### config.mk
export PLATFORM = sky130hd
export DESIGN_NAME = fetch_decode_buffer_flat
export DESIGN_NICKNAME = d
export VERILOG_FILES = /design/src/rtl/pipeline_pkg.sv /design/src/rtl/fetch_decode_buffer_if.sv /design/src/rtl/sat_counter.sv /design/src/rtl/fetch_decode_buffer.sv /design/src/flat_wrapper.sv
export SDC_FILE = /design/constraint.sdc
export NUM_CORES = 1
export LEC_CHECK = 0
export ABC_CLOCK_PERIOD_IN_PS = 2600
export CAP_MARGIN = 15
export CORE_UTILIZATION = 52
export CTS_BUF_LIST = sky130_fd_sc_hd__clkbuf_16
export CTS_CLUSTER_SIZE = 30
export DETAILED_ROUTE_END_ITERATION = 8
export PLACE_DENSITY = 0.95
export SYNTH_ARGS = -nofsm -noshare
export SYNTH_HDL_FRONTEND = slang
export SYNTH_SLANG_ARGS = --single-unit
### constraint.sdc
create_clock -name clk -period 2.6 [get_ports clk]
set_input_delay 0.39 -clock clk [delete_from_list [all_inputs] [get_ports clk]]
set_output_delay 0.39 -clock clk [all_outputs]
set_load 0.005 [all_outputs]
### src/rtl/pipeline_pkg.sv
// Shared types and widths for the IF/ID boundary stage.
package pipeline_pkg;

  localparam int unsigned INSTR_W = 24;
  localparam int unsigned PC_W    = INSTR_W - 8;
  localparam int unsigned PC_STEP = 4;
  localparam int unsigned CNT_W   = 16;

  typedef enum logic {
    RUN    = 1'b0,
    REPLAY = 1'b1
  } fdb_state_t;

endpackage

### src/rtl/fetch_decode_buffer_if.sv
// Fetch/execute/decode handshake bundle around the IF/ID buffer.
//   fInstruction  : instruction presented by fetch this cycle
//   branchTaken   : execute redirect request, branchTarget its target
//   idReady       : decode accepts idInstruction at this edge
//   pcWrEn/newPc  : redirect request/target back to fetch
//   idValid/idInstruction/idPc : buffered instruction to decode
interface fetch_decode_buffer_if;
  import pipeline_pkg::*;

  logic [INSTR_W-1:0] fInstruction;
  logic               branchTaken;
  logic [PC_W-1:0]    branchTarget;
  logic               idReady;
  logic               pcWrEn;
  logic [PC_W-1:0]    newPc;
  logic               idValid;
  logic [INSTR_W-1:0] idInstruction;
  logic [PC_W-1:0]    idPc;

  // Environment side: fetch, execute and decode.
  modport master (
    output fInstruction, branchTaken, branchTarget, idReady,
    input  pcWrEn, newPc, idValid, idInstruction, idPc
  );

  // Buffer side.
  modport slave (
    input  fInstruction, branchTaken, branchTarget, idReady,
    output pcWrEn, newPc, idValid, idInstruction, idPc
  );

endinterface

### src/rtl/sat_counter.sv
// Saturating up-counter: holds at all-ones instead of wrapping.
//   clk, rst_n : clock, async active-low reset
//   i_en       : increment this cycle
//   o_count    : current count
module sat_counter #(
  parameter int unsigned WIDTH = 16
) (
  input  logic             clk,
  input  logic             rst_n,
  input  logic             i_en,
  output logic [WIDTH-1:0] o_count
);

  logic [WIDTH-1:0] r_count;

  always_ff @(posedge clk or negedge rst_n) begin
    if (!rst_n) begin
      r_count <= '0;
    end else if (i_en && (r_count != {WIDTH{1'b1}})) begin
      r_count <= r_count + WIDTH'(1);
    end
  end

  assign o_count = r_count;

endmodule

### src/rtl/fetch_decode_buffer.sv
// IF/ID buffer: captures fetch's instruction with its PC, holds it for decode,
// and redirects fetch to replay anything it cannot accept or to a branch target.
//   clk, reset  : clock, async active-low reset
//   bus         : fetch/execute/decode handshake (slave side)
//   replaying   : a replay redirect is outstanding
//   stallCycles : saturating count of replay redirects
//   flushCount  : saturating count of branch flushes
module fetch_decode_buffer
  import pipeline_pkg::*;
(
  input  logic                  clk,
  input  logic                  reset,
  fetch_decode_buffer_if.slave  bus,
  output logic                  replaying,
  output logic [CNT_W-1:0]      stallCycles,
  output logic [CNT_W-1:0]      flushCount
);

  fdb_state_t         r_state;
  fdb_state_t         w_state_nxt;

  logic [PC_W-1:0]    r_addr;
  logic               r_wr_en;
  logic [PC_W-1:0]    r_new_pc;
  logic [PC_W-1:0]    w_fetch_addr;

  logic               r_id_valid;
  logic [INSTR_W-1:0] r_id_instr;
  logic [PC_W-1:0]    r_id_pc;

  logic               w_cap;
  logic               w_stall;
  logic               w_pc_wr_en;

  // Address of the instruction fetch is presenting right now.
  assign w_fetch_addr = r_wr_en ? r_new_pc : (r_addr + PC_W'(PC_STEP));

  // Branch always wins; otherwise accept when the slot is empty or draining.
  assign w_cap   = !bus.branchTaken && (!r_id_valid || bus.idReady);
  assign w_stall = !w_cap && !bus.branchTaken;

  // Shadow copy of fetch's PC register.
  always_ff @(posedge clk or negedge reset) begin
    if (!reset) begin
      r_addr  <= '0;
      r_wr_en <= 1'b0;
    end else begin
      r_addr  <= w_fetch_addr;
      r_wr_en <= w_pc_wr_en;
    end
  end

  // Redirect target: branch target, else the address being dropped.
  always_ff @(posedge clk or negedge reset) begin
    if (!reset) begin
      r_new_pc <= '0;
    end else if (bus.branchTaken) begin
      r_new_pc <= bus.branchTarget;
    end else if (w_stall) begin
      r_new_pc <= w_fetch_addr;
    end
  end

  // Decode-facing output register; a branch empties it.
  always_ff @(posedge clk or negedge reset) begin
    if (!reset) begin
      r_id_valid <= 1'b0;
      r_id_instr <= '0;
      r_id_pc    <= '0;
    end else if (w_cap) begin
      r_id_valid <= 1'b1;
      r_id_instr <= bus.fInstruction;
      r_id_pc    <= w_fetch_addr;
    end else if (bus.branchTaken) begin
      r_id_valid <= 1'b0;
    end
  end

  // FSM state register.
  always_ff @(posedge clk or negedge reset) begin
    if (!reset) begin
      r_state <= RUN;
    end else begin
      r_state <= w_state_nxt;
    end
  end

  // FSM next state: any stall (re)enters REPLAY, capture or branch leaves it.
  always_comb begin
    w_state_nxt = r_state;
    unique case (r_state)
      RUN:     if (w_stall) w_state_nxt = REPLAY;
      REPLAY:  if (!w_stall) w_state_nxt = RUN;
      default: w_state_nxt = RUN;
    endcase
  end

  // FSM outputs; the redirect is gated by reset so it drops without a clock.
  always_comb begin
    w_pc_wr_en = 1'b0;
    replaying  = 1'b0;
    if (reset) begin
      w_pc_wr_en = !w_cap;
    end
    if (r_state == REPLAY) begin
      replaying = 1'b1;
    end
  end

  assign bus.pcWrEn        = w_pc_wr_en;
  assign bus.newPc         = r_new_pc;
  assign bus.idValid       = r_id_valid;
  assign bus.idInstruction = r_id_instr;
  assign bus.idPc          = r_id_pc;

  sat_counter #(.WIDTH(CNT_W)) u_stall_cnt (
    .clk     (clk),
    .rst_n   (reset),
    .i_en    (w_stall),
    .o_count (stallCycles)
  );

  sat_counter #(.WIDTH(CNT_W)) u_flush_cnt (
    .clk     (clk),
    .rst_n   (reset),
    .i_en    (bus.branchTaken),
    .o_count (flushCount)
  );

endmodule

### src/flat_wrapper.sv
// flat-port wrapper written by rule: the top's interface ports become plain ports
module fetch_decode_buffer_flat import pipeline_pkg::*;
  (clk, reset, replaying, stallCycles, flushCount, bus_fInstruction, bus_branchTaken, bus_branchTarget, bus_idReady, bus_pcWrEn, bus_newPc, bus_idValid, bus_idInstruction, bus_idPc);
  fetch_decode_buffer_if bus_i ();
  input  logic clk;
  input  logic reset;
  output logic replaying;
  output logic [CNT_W-1:0] stallCycles;
  output logic [CNT_W-1:0] flushCount;
  input wire logic [$bits(bus_i.fInstruction)-1:0] bus_fInstruction;
  input wire logic [$bits(bus_i.branchTaken)-1:0] bus_branchTaken;
  input wire logic [$bits(bus_i.branchTarget)-1:0] bus_branchTarget;
  input wire logic [$bits(bus_i.idReady)-1:0] bus_idReady;
  output wire logic [$bits(bus_i.pcWrEn)-1:0] bus_pcWrEn;
  output wire logic [$bits(bus_i.newPc)-1:0] bus_newPc;
  output wire logic [$bits(bus_i.idValid)-1:0] bus_idValid;
  output wire logic [$bits(bus_i.idInstruction)-1:0] bus_idInstruction;
  output wire logic [$bits(bus_i.idPc)-1:0] bus_idPc;
  assign bus_i.fInstruction = bus_fInstruction;
  assign bus_i.branchTaken = bus_branchTaken;
  assign bus_i.branchTarget = bus_branchTarget;
  assign bus_i.idReady = bus_idReady;
  assign bus_pcWrEn = bus_i.pcWrEn;
  assign bus_newPc = bus_i.newPc;
  assign bus_idValid = bus_i.idValid;
  assign bus_idInstruction = bus_i.idInstruction;
  assign bus_idPc = bus_i.idPc;
  fetch_decode_buffer u_core (.clk(clk), .reset(reset), .bus(bus_i), .replaying(replaying), .stallCycles(stallCycles), .flushCount(flushCount));
endmodule
# == Word level (Yosys, flattened, before mapping) ==
# Cells that the tools add are included.
# classes
add_sub_neg,3
eq_ne,2
n_mux,8
reduce_logical,10
# op_table
cell,n
$mux 16,3
$add 16x1->16 const B,2
$ne 16x16->1 const B,2
$add 16x3->16 const B,1
$mux 1,5
$logic_and 1x1->1,4
$reduce_bool 2->1,2
$logic_not 1->1,3
$logic_or 1x1->1,1
# word_totals
register_bits,107
in_bits,44
output_inout_bits,91
elab_cells,32

# == Logic depth before layout (Yosys ltp) ==
# Gate-level depths: netlist of run 1.
# depth
ltp_word,7
depth_mapped,7
mapped_depth_nobuf,6

# == Modules after synthesis ==
# A second synthesis of run 1 with hierarchy kept.
# unflattened
hier_cells,495
hier_area_um2,5052.3
# by_module_without_submodules
mod,instances,cells_per_inst,area_each_um2,seq_area_each_um2
fetch_decode_buffer,1,351,3333.2,1876.8
sat_counter,2,72,859.6,400.4

# == Worst setup path before layout of run 1 ==
# No wires, ideal clock.
# synth_timing
path_kind,reg2reg
start,"reg u_core.u_flush_cnt.r_count[0], in the netlist u_core.u_flush_cnt.o_count[0]"
end,"reg u_core.u_flush_cnt.r_count[1], in the netlist u_core.u_flush_cnt.o_count[1]"
setup_ns,0.125
arrival_ns,1.627
required_ns,2.475
slack_ns,0.848
path_stages_with_launch,5
path_buffers,0
period_less_slack_ns,1.752
cell_sequence,dfrtp_1 -> ha_1 -> nand3_2 -> o41ai_4 -> mux2_4
# synth_via
elab_chain_len,2
elab_cells_between_ends,3
classes_between,add/sub: 1; eq/ne: 1; reduce/logical: 1
# synth_rtl
element,line_no,text
"start, declared",sat_counter.sv:14,logic [WIDTH-1:0] r_count;
"start signal, assigned",sat_counter.sv:20,r_count <= r_count + WIDTH'(1);
"parallel branches: the longest is 2 deep, another holds $add 16x1->16",-,
# Several ways; the timed one is not identified.
# A chain may end at the register's enable or synchronous reset.

# == Final worst setup path of run 1 ==
# layout_timing
start,in bus_branchTaken
end,out bus_pcWrEn
# layout_via
elab_chain_len,4
# layout_rtl
element,line_no,text
"start, declared",flat_wrapper.sv:11,input wire logic [$bits(bus_i.branchTaken)-1:0] bus_branchTaken;
$logic_not 1->1,fetch_decode_buffer.sv:39,assign w_cap = !bus.branchTaken && (!r_id_valid || bus.idReady);
$logic_and 1x1->1,fetch_decode_buffer.sv:39,
$logic_not 1->1,fetch_decode_buffer.sv:103,w_pc_wr_en = !w_cap;
$mux 1,fetch_decode_buffer.sv:102,if (reset) begin
"end, declared",flat_wrapper.sv:14,output wire logic [$bits(bus_i.pcWrEn)-1:0] bus_pcWrEn;
# No other way between the ends.

==> results of run 1 <==
kinds of logic after synthesis:
| logic type | after synthesis |
|---|---|
| buf+inv | 35 |
| xor+xnor | 34 |
| fa+ha+maj | 3 |
| mux | 19 |
| simple gates | 222 |
| flops | 107 |
| compound gates | 59 |
flip-flops by register name, summed over array words and instances (netlist names):
name / count
u_core.u_stall_cnt.o_count: 16
u_core.bus.idValid: 1
u_core.r_state: 1
u_core.bus.idInstruction: 24
u_core.bus.idPc: 16
u_core.u_flush_cnt.o_count: 16
u_core.bus.newPc: 16
u_core.r_addr: 16
u_core.r_wr_en: 1
placed cells by master, fill, tap and decap left out, types with 3 or more instances in the layout:
cell type / count
clkdlybuf4s50_1: 133
nand2_1: 112
dfrtp_1: 107
xor2_1: 21
nor2_1: 20
nand3_1: 16
o21ai_0: 16
inv_1: 14
and3_1: 14
xnor2_1: 13
nand4_1: 12
a21oi_1: 12
buf_4: 12
mux2i_1: 11
nor3_1: 10
clkbuf_16: 9
mux2_2: 7
a221o_1: 6
nor3b_1: 5
and4_1: 5
o311ai_0: 5
nor4_1: 4
and2_1: 4
nor4_4: 3
o31ai_1: 3
a211oi_1: 3
a211o_1: 3
ha_1: 3
through the flow:
stage                     area [um2]  hold slack [ns]  util, %  power [W]
after floorplan                 4930           0.0944        -    0.00277
after global placement          6410            0.459     69.7    0.00347
after detailed placement        6410            0.465     69.7    0.00354
after CTS                       6710            0.195     73.0    0.00488
after global routing            6710            0.232     73.0    0.00511
final                           6710            0.176     73.0    0.00485
worst register-to-register path, delay by kind of cell, from the launching register on:
kind | cells | cell delay, ns
AOI/OAI and AO/OA | 1 | 0.65
adders and majority gates | 1 | 0.24
DFF | 1 | 0.44
muxes | 1 | 0.34
and+or+nand+nor | 1 | 0.17
cell type report:
cell class	instances	area (um2)	share of cell area, %
multi-input combinational	337	2120	31.5
clock inverter	7	71.3	1.06
clock buffer	9	225	3.36
tap	111	139	2.07
inverter	16	60.1	0.895
timing repair buffer	145	1420	21.2
sequential	107	2680	39.9
power groups by stage:
stage	Combinational (W)	Sequential (W)	Clock (W)
final	0.00125	0.00226	0.00134
after global placement	0.00121	0.00226	0
after CTS	0.00126	0.00226	0.00136
after global routing	0.00137	0.00231	0.00144
after detailed placement	0.00125	0.00229	0
after floorplan	0.000518	0.00225	0
metal layers:
| metal | track usage (%) | vias to the layer above | wire, um |
|---|---|---|---|
| met5 | 0 | - | 0 |
| met4 | 14.0 | 0 | 482 |
| met3 | 5.62 | 38 | 838 |
| met2 | 44.0 | 179 | 6110 |
| met1 | 31.5 | 2033 | 4970 |
| li1 | - | 1936 | - |
worst paths after layout:
check                                                    from                        endpoint  slack (ns)  depth (start not counted)
worst max-delay path                          bus_branchTaken                      bus_pcWrEn        0.47                          5
worst min-delay path                                    reset  u_core.u_flush_cnt.o_count[10]        0.18                          2
worst max register to register  u_core.u_flush_cnt.o_count[0]   u_core.u_flush_cnt.o_count[1]        0.65                          4
worst min register to register   u_core.bus.idInstruction[19]    u_core.bus.idInstruction[19]        0.48                          2
max in group asynchronous                               reset  u_core.u_stall_cnt.o_count[15]        1.26                          3
min in group clk                                        reset                  u_core.r_wr_en        0.31                          2
==> impl_metrics.env, run 1 <==
export IMPL_cts_max_level=3
export IMPL_synth_ff_type="dfrtp_1"
export IMPL_post_cts_resized=0
export IMPL_leakage_nw=3.06
export IMPL_cts_buffer_depth=2
export IMPL_ys_ff_latch=107
export IMPL_p_sw_w=0.00150
export IMPL_power_density_nw_per_um2=723
export IMPL_core_rowCount=35
export IMPL_synth_warnings=0
export IMPL_syn_to_final_growth_pct=36.0
export IMPL_die_w_um=99.4
export IMPL_p_comb_share_pct=25.8
export IMPL_synth_cell_types=52
export IMPL_post_cts_buffers=0
export IMPL_start_util_pct=53.6
export IMPL_antenna_cells=0
export IMPL_min_path_type="in2async"
export IMPL_synth_cells=479
export IMPL_synth_adder_area_share_pct=0.761
export IMPL_grt_ovfl_total=0
export IMPL_layout_drive_gt1_share_pct=8.86
export IMPL_syn_cell_area_um2=4930
export IMPL_drv_slew=0
export IMPL_dp_slack_ns=0.366
export IMPL_grt_pass1_wl_um=20000
export IMPL_rsz0062_at_grt="no"
export IMPL_synth_top_area_share_pct=54.3
export IMPL_final_antenna_net_count=0
export IMPL_p_int_w=0.00335
export IMPL_die_area_um2=9880
export IMPL_crit_path_end_kind="output port"
export IMPL_fp_dieH_um=99.4
export IMPL_arrival_ns=1.74
export IMPL_synth_xor_area_share_pct=6.04
export IMPL_crit_chain="clkdlybuf4s50_1 > inv_2 > nand2_1 > and2_1 > clkdlybuf4s50_1"
export IMPL_place_congestion=0.919
export IMPL_fmax_mhz=470
export IMPL_wire_per_inst_um=16.9
export IMPL_critPathMostFrequentCell="clkdlybuf4s50_1"
export IMPL_yosysMostFrequentCell="nand2_1"
export IMPL_grt_max_degree=58
export IMPL_antenna_found_initial=0
export IMPL_grt_total_usage_pct=26.1
export IMPL_synth_top_family_by_area="simple AND/OR/NAND/NOR gates"
export IMPL_synthTopCellsByCount="nand2_1, dfrtp_1, nor2_1, xor2_1"
export IMPL_finalSetupViolCount=0
export IMPL_grt_pass1_vias=4154
export IMPL_portBuffers=134
export IMPL_cts_buffers=9
export IMPL_synth_compound_area_share_pct=8.85
export IMPL_dr_pass1_iters=5
export IMPL_crit_path_max_incr_delay_ns=0.53
export IMPL_finClkSkew_ns=0.00904
export IMPL_drc=0
export IMPL_critPathTopFamily="buffers and inverters"
export IMPL_finalWorstSetupSlack_ns=0.474
export IMPL_synth_area_top_cells="dfrtp_1, nand2_1, xor2_1"
export IMPL_postCtsHoldBufs=0
export IMPL_yosysTopAreaCell="dfrtp_1"
export IMPL_status="finished, final reports clean"
export IMPL_route_vias_total=4186
export IMPL_final_fill_count=597
export IMPL_wirelength_um=12400
export IMPL_synthArstFlopShare_pct=100
export IMPL_nets=663
export IMPL_layout_cells_non_filler=732
export IMPL_cts_tree="done"
export IMPL_synth_edf_count=0
export IMPL_maxSlewHeadroom_pct=53.2
export IMPL_cap_violations=0
export IMPL_root_buffer="clkbuf_16"
export IMPL_vias_per_cell=5.72
export IMPL_ys_seq_area_share_pct=54.3
export IMPL_clk_pin_slew_ns=0.07
export IMPL_clkLatencyLatePin_ns=0.35
export IMPL_post_route_min_period_ns=2.13
export IMPL_fin_crit_sh_pct=81.8
export IMPL_peakVddDrop_v=0.000443
export IMPL_seqPwrFrac_pct=46.6
export IMPL_dp_hpwl_um=8880
export IMPL_ioPinCount=135
export IMPL_pwr_share_clk_pct=27.6
export IMPL_cp_max_fo=6
export IMPL_path_class="in2out"
export IMPL_muxShareOfSynthArea_pct=4.13
export IMPL_synth_nets=526
export IMPL_synth_avg_cell_area_um2=10.3
export IMPL_synth_simple_gate_area_share_pct=23.1
export IMPL_tightestPinTransition_ns=0.701
export IMPL_hold_viol_final=0
export IMPL_crit_buf_inv=3
export IMPL_cp_slowest_cell="clkdlybuf4s50_1"
export IMPL_p_sw_share_pct=30.9
export IMPL_fin_tns_setup_ns=0
export IMPL_core_area_um2=9200
export IMPL_drtIter0Drc=217
export IMPL_placed_cells=716
export IMPL_required_ns=2.21
export IMPL_startpoint_type="input port"
export IMPL_clock_sinks=107
Note: power is estimated with default switching activity, not from simulation.
==> run 2, diff against run 1 <==
ABC_CLOCK_PERIOD_IN_PS = 1900   (was 2600)
CORE_UTILIZATION = 44   (was 52)
PLACE_DENSITY = 0.88   (was 0.95)
clock period = 1.9 ns   (was 2.6 ns; I/O delays follow)
==> run 2 against run 1 <==
- register-to-register slack worse by 0.55 ns
- non-clock buffer count is 26 higher
- clock-buffer cell count stayed put
- global-route usage is 3.3 points lower
- core utilization is 9.3 points lower
- hold slack worse by 0.11 ns
- setup slack worse by 0.38 ns
- highest routed layer unchanged
- largest power group unchanged
- die area is 18% higher
- combinational power is 49% higher
- cell area is 3.3% higher
==> impl_metrics.env, run 2 (same netlist as run 1, synthesis figures left out) <==
export IMPL_largest_reg_flops=24
export IMPL_dr_pass1_iters=4
export IMPL_power_density_nw_per_um2=962
export IMPL_drtIter0Drc=199
export IMPL_start_util_pct=45.3
export IMPL_grt_total_usage_pct=22.8
export IMPL_cts_buffers=9
export IMPL_post_route_min_period_ns=1.81
export IMPL_critPathTopFamily="buffers and inverters"
export IMPL_final_common_cell="clkdlybuf4s50_1"
export IMPL_nets=689
export IMPL_grt_pass1_vias=4180
export IMPL_layout_drive_gt1_share_pct=12.7
export IMPL_clk_pin_slew_ns=0.07
export IMPL_tightestPinTransition_ns=0.816
export IMPL_layout_cells_non_filler=787
export IMPL_finClkSkew_ns=0.00757
export IMPL_placed_area_um2=6630
export IMPL_required_ns=1.62
export IMPL_vias_per_cell=5.30
export IMPL_fin_tns_setup_ns=0
export IMPL_mostFrequentLayoutCells="clkdlybuf4s50_1, nand2_1, dfrtp_1, buf_4, xor2_1"
export IMPL_peakVddDrop_v=0.000610
export IMPL_startpoint_type="flop"
export IMPL_fp_dieH_um=108
export IMPL_drv_slew=0
export IMPL_wire_per_inst_um=15.8
export IMPL_cts_max_level=3
export IMPL_final_antenna_net_count=0
export IMPL_dp_hpwl_um=9270
export IMPL_core_area_um2=10900
export IMPL_cts_buffer_depth=2
export IMPL_grt_pass1_wl_um=20600
export IMPL_postCtsHoldBufs=0
export IMPL_antenna_cells=0
export IMPL_grt_max_degree=68
export IMPL_place_congestion=0.845
export IMPL_fin_crit_sh_pct=95.3
export IMPL_hold_viol_final=0
export IMPL_crit_path_end_kind="output port"
export IMPL_cp_max_fo=2
export IMPL_rsz0062_at_grt="no"
export IMPL_cts_tree="done"
export IMPL_clock_sinks=107
export IMPL_clkLatencyLatePin_ns=0.34
export IMPL_status="finished, final reports clean"
export IMPL_placed_cells=769
export IMPL_arrival_ns=1.53
export IMPL_ioPinCount=135
export IMPL_path_class="reg2out"
export IMPL_grt_ovfl_total=0
export IMPL_fin_util_pct=63.6
export IMPL_core_rowCount=38
export IMPL_portBuffers=134
export IMPL_cap_violations=0
export IMPL_fmax_mhz=552
export IMPL_crit_path_max_incr_delay_ns=0.50
export IMPL_crit_chain="nand2b_4 > nand2_1 > and2_1 > clkdlybuf4s50_1"
export IMPL_die_w_um=108
export IMPL_maxSlewHeadroom_pct=45.6
export IMPL_drc=0
export IMPL_syn_to_final_growth_pct=40.5
export IMPL_final_area_um2=6930
export IMPL_route_vias_total=4172
export IMPL_leakage_nw=3.19
export IMPL_min_path_type="in2async"
export IMPL_antenna_found_initial=0
export IMPL_finalSetupViolCount=0
export IMPL_wirelength_um=12400
export IMPL_cp_slowest_cell="clkdlybuf4s50_1"
export IMPL_root_buffer="clkbuf_16"
export IMPL_die_area_um2=11600
export IMPL_power_w=0.00666
export IMPL_crit_buf_inv=1
## run 2: worst paths after layout
path | start | endpoint | slack, ns | depth (start not counted)
max in group asynchronous | reset | u_core.bus.idValid | 1.14 | 2
setup reg to reg | u_core.u_flush_cnt.o_count[0] | u_core.u_flush_cnt.o_count[1] | 0.10 | 4
min in group clk | reset | u_core.r_wr_en | 0.26 | 2
hold reg to reg | u_core.bus.idInstruction[17] | u_core.bus.idInstruction[17] | 0.48 | 2
setup / recovery | u_core.bus.idValid | bus_pcWrEn | 0.09 | 4
hold / removal | reset | u_core.bus.idInstruction[16] | 0.07 | 2
## run 2: cell type report
class,count,area (um2)
clock buffers,9,225
clock inverters,7,52.6
fillers,833,3960
inverters,16,60.1
multi-input cells,337,2120
flip-flops and latches,107,2680
well taps,140,175
repair buffers,171,1610
## run 2: repair_timing
action | CTS | global route
gates cloned | 0 | 0
gates resized for setup | 4 | 0
setup endpoints to repair | 1 | 8
buffers inserted | 0 | 2
pin swaps | 0 | 1
## run 2: report_power, final
group | internal, W | switching [W]
Combinational | 0.00107 | 0.000795
Clock | 0.000899 | 0.000830
Sequential | 0.00269 | 0.000388
## run 2: routing by layer
layer / track usage, % / up-vias / routed length, um
met5: 0 / - / 0
met4: 7.24 / 0 / 193
met3: 4.90 / 17 / 702
met2: 39.4 / 115 / 6190
met1: 28.4 / 2043 / 5340
li1: - / 1997 / -
## run 2: through the flow
stage          worst slack, ns  hold WS, ns
6_report                0.0898       0.0707
5_1_grt                 0.0115        0.110
4_1_cts                 0.0342       0.0829
3_5_place_dp            -0.164        0.442
3_3_place_gp           -0.0483        0.429
2_1_floorplan            0.148      -0.0106
## run 2: worst register-to-register path, stage by stage (launching register included)
cell     delay (ns)
dfrtp_1        0.36
ha_1           0.22
nand3_2        0.12
o41ai_4        0.64
mux2_4         0.35
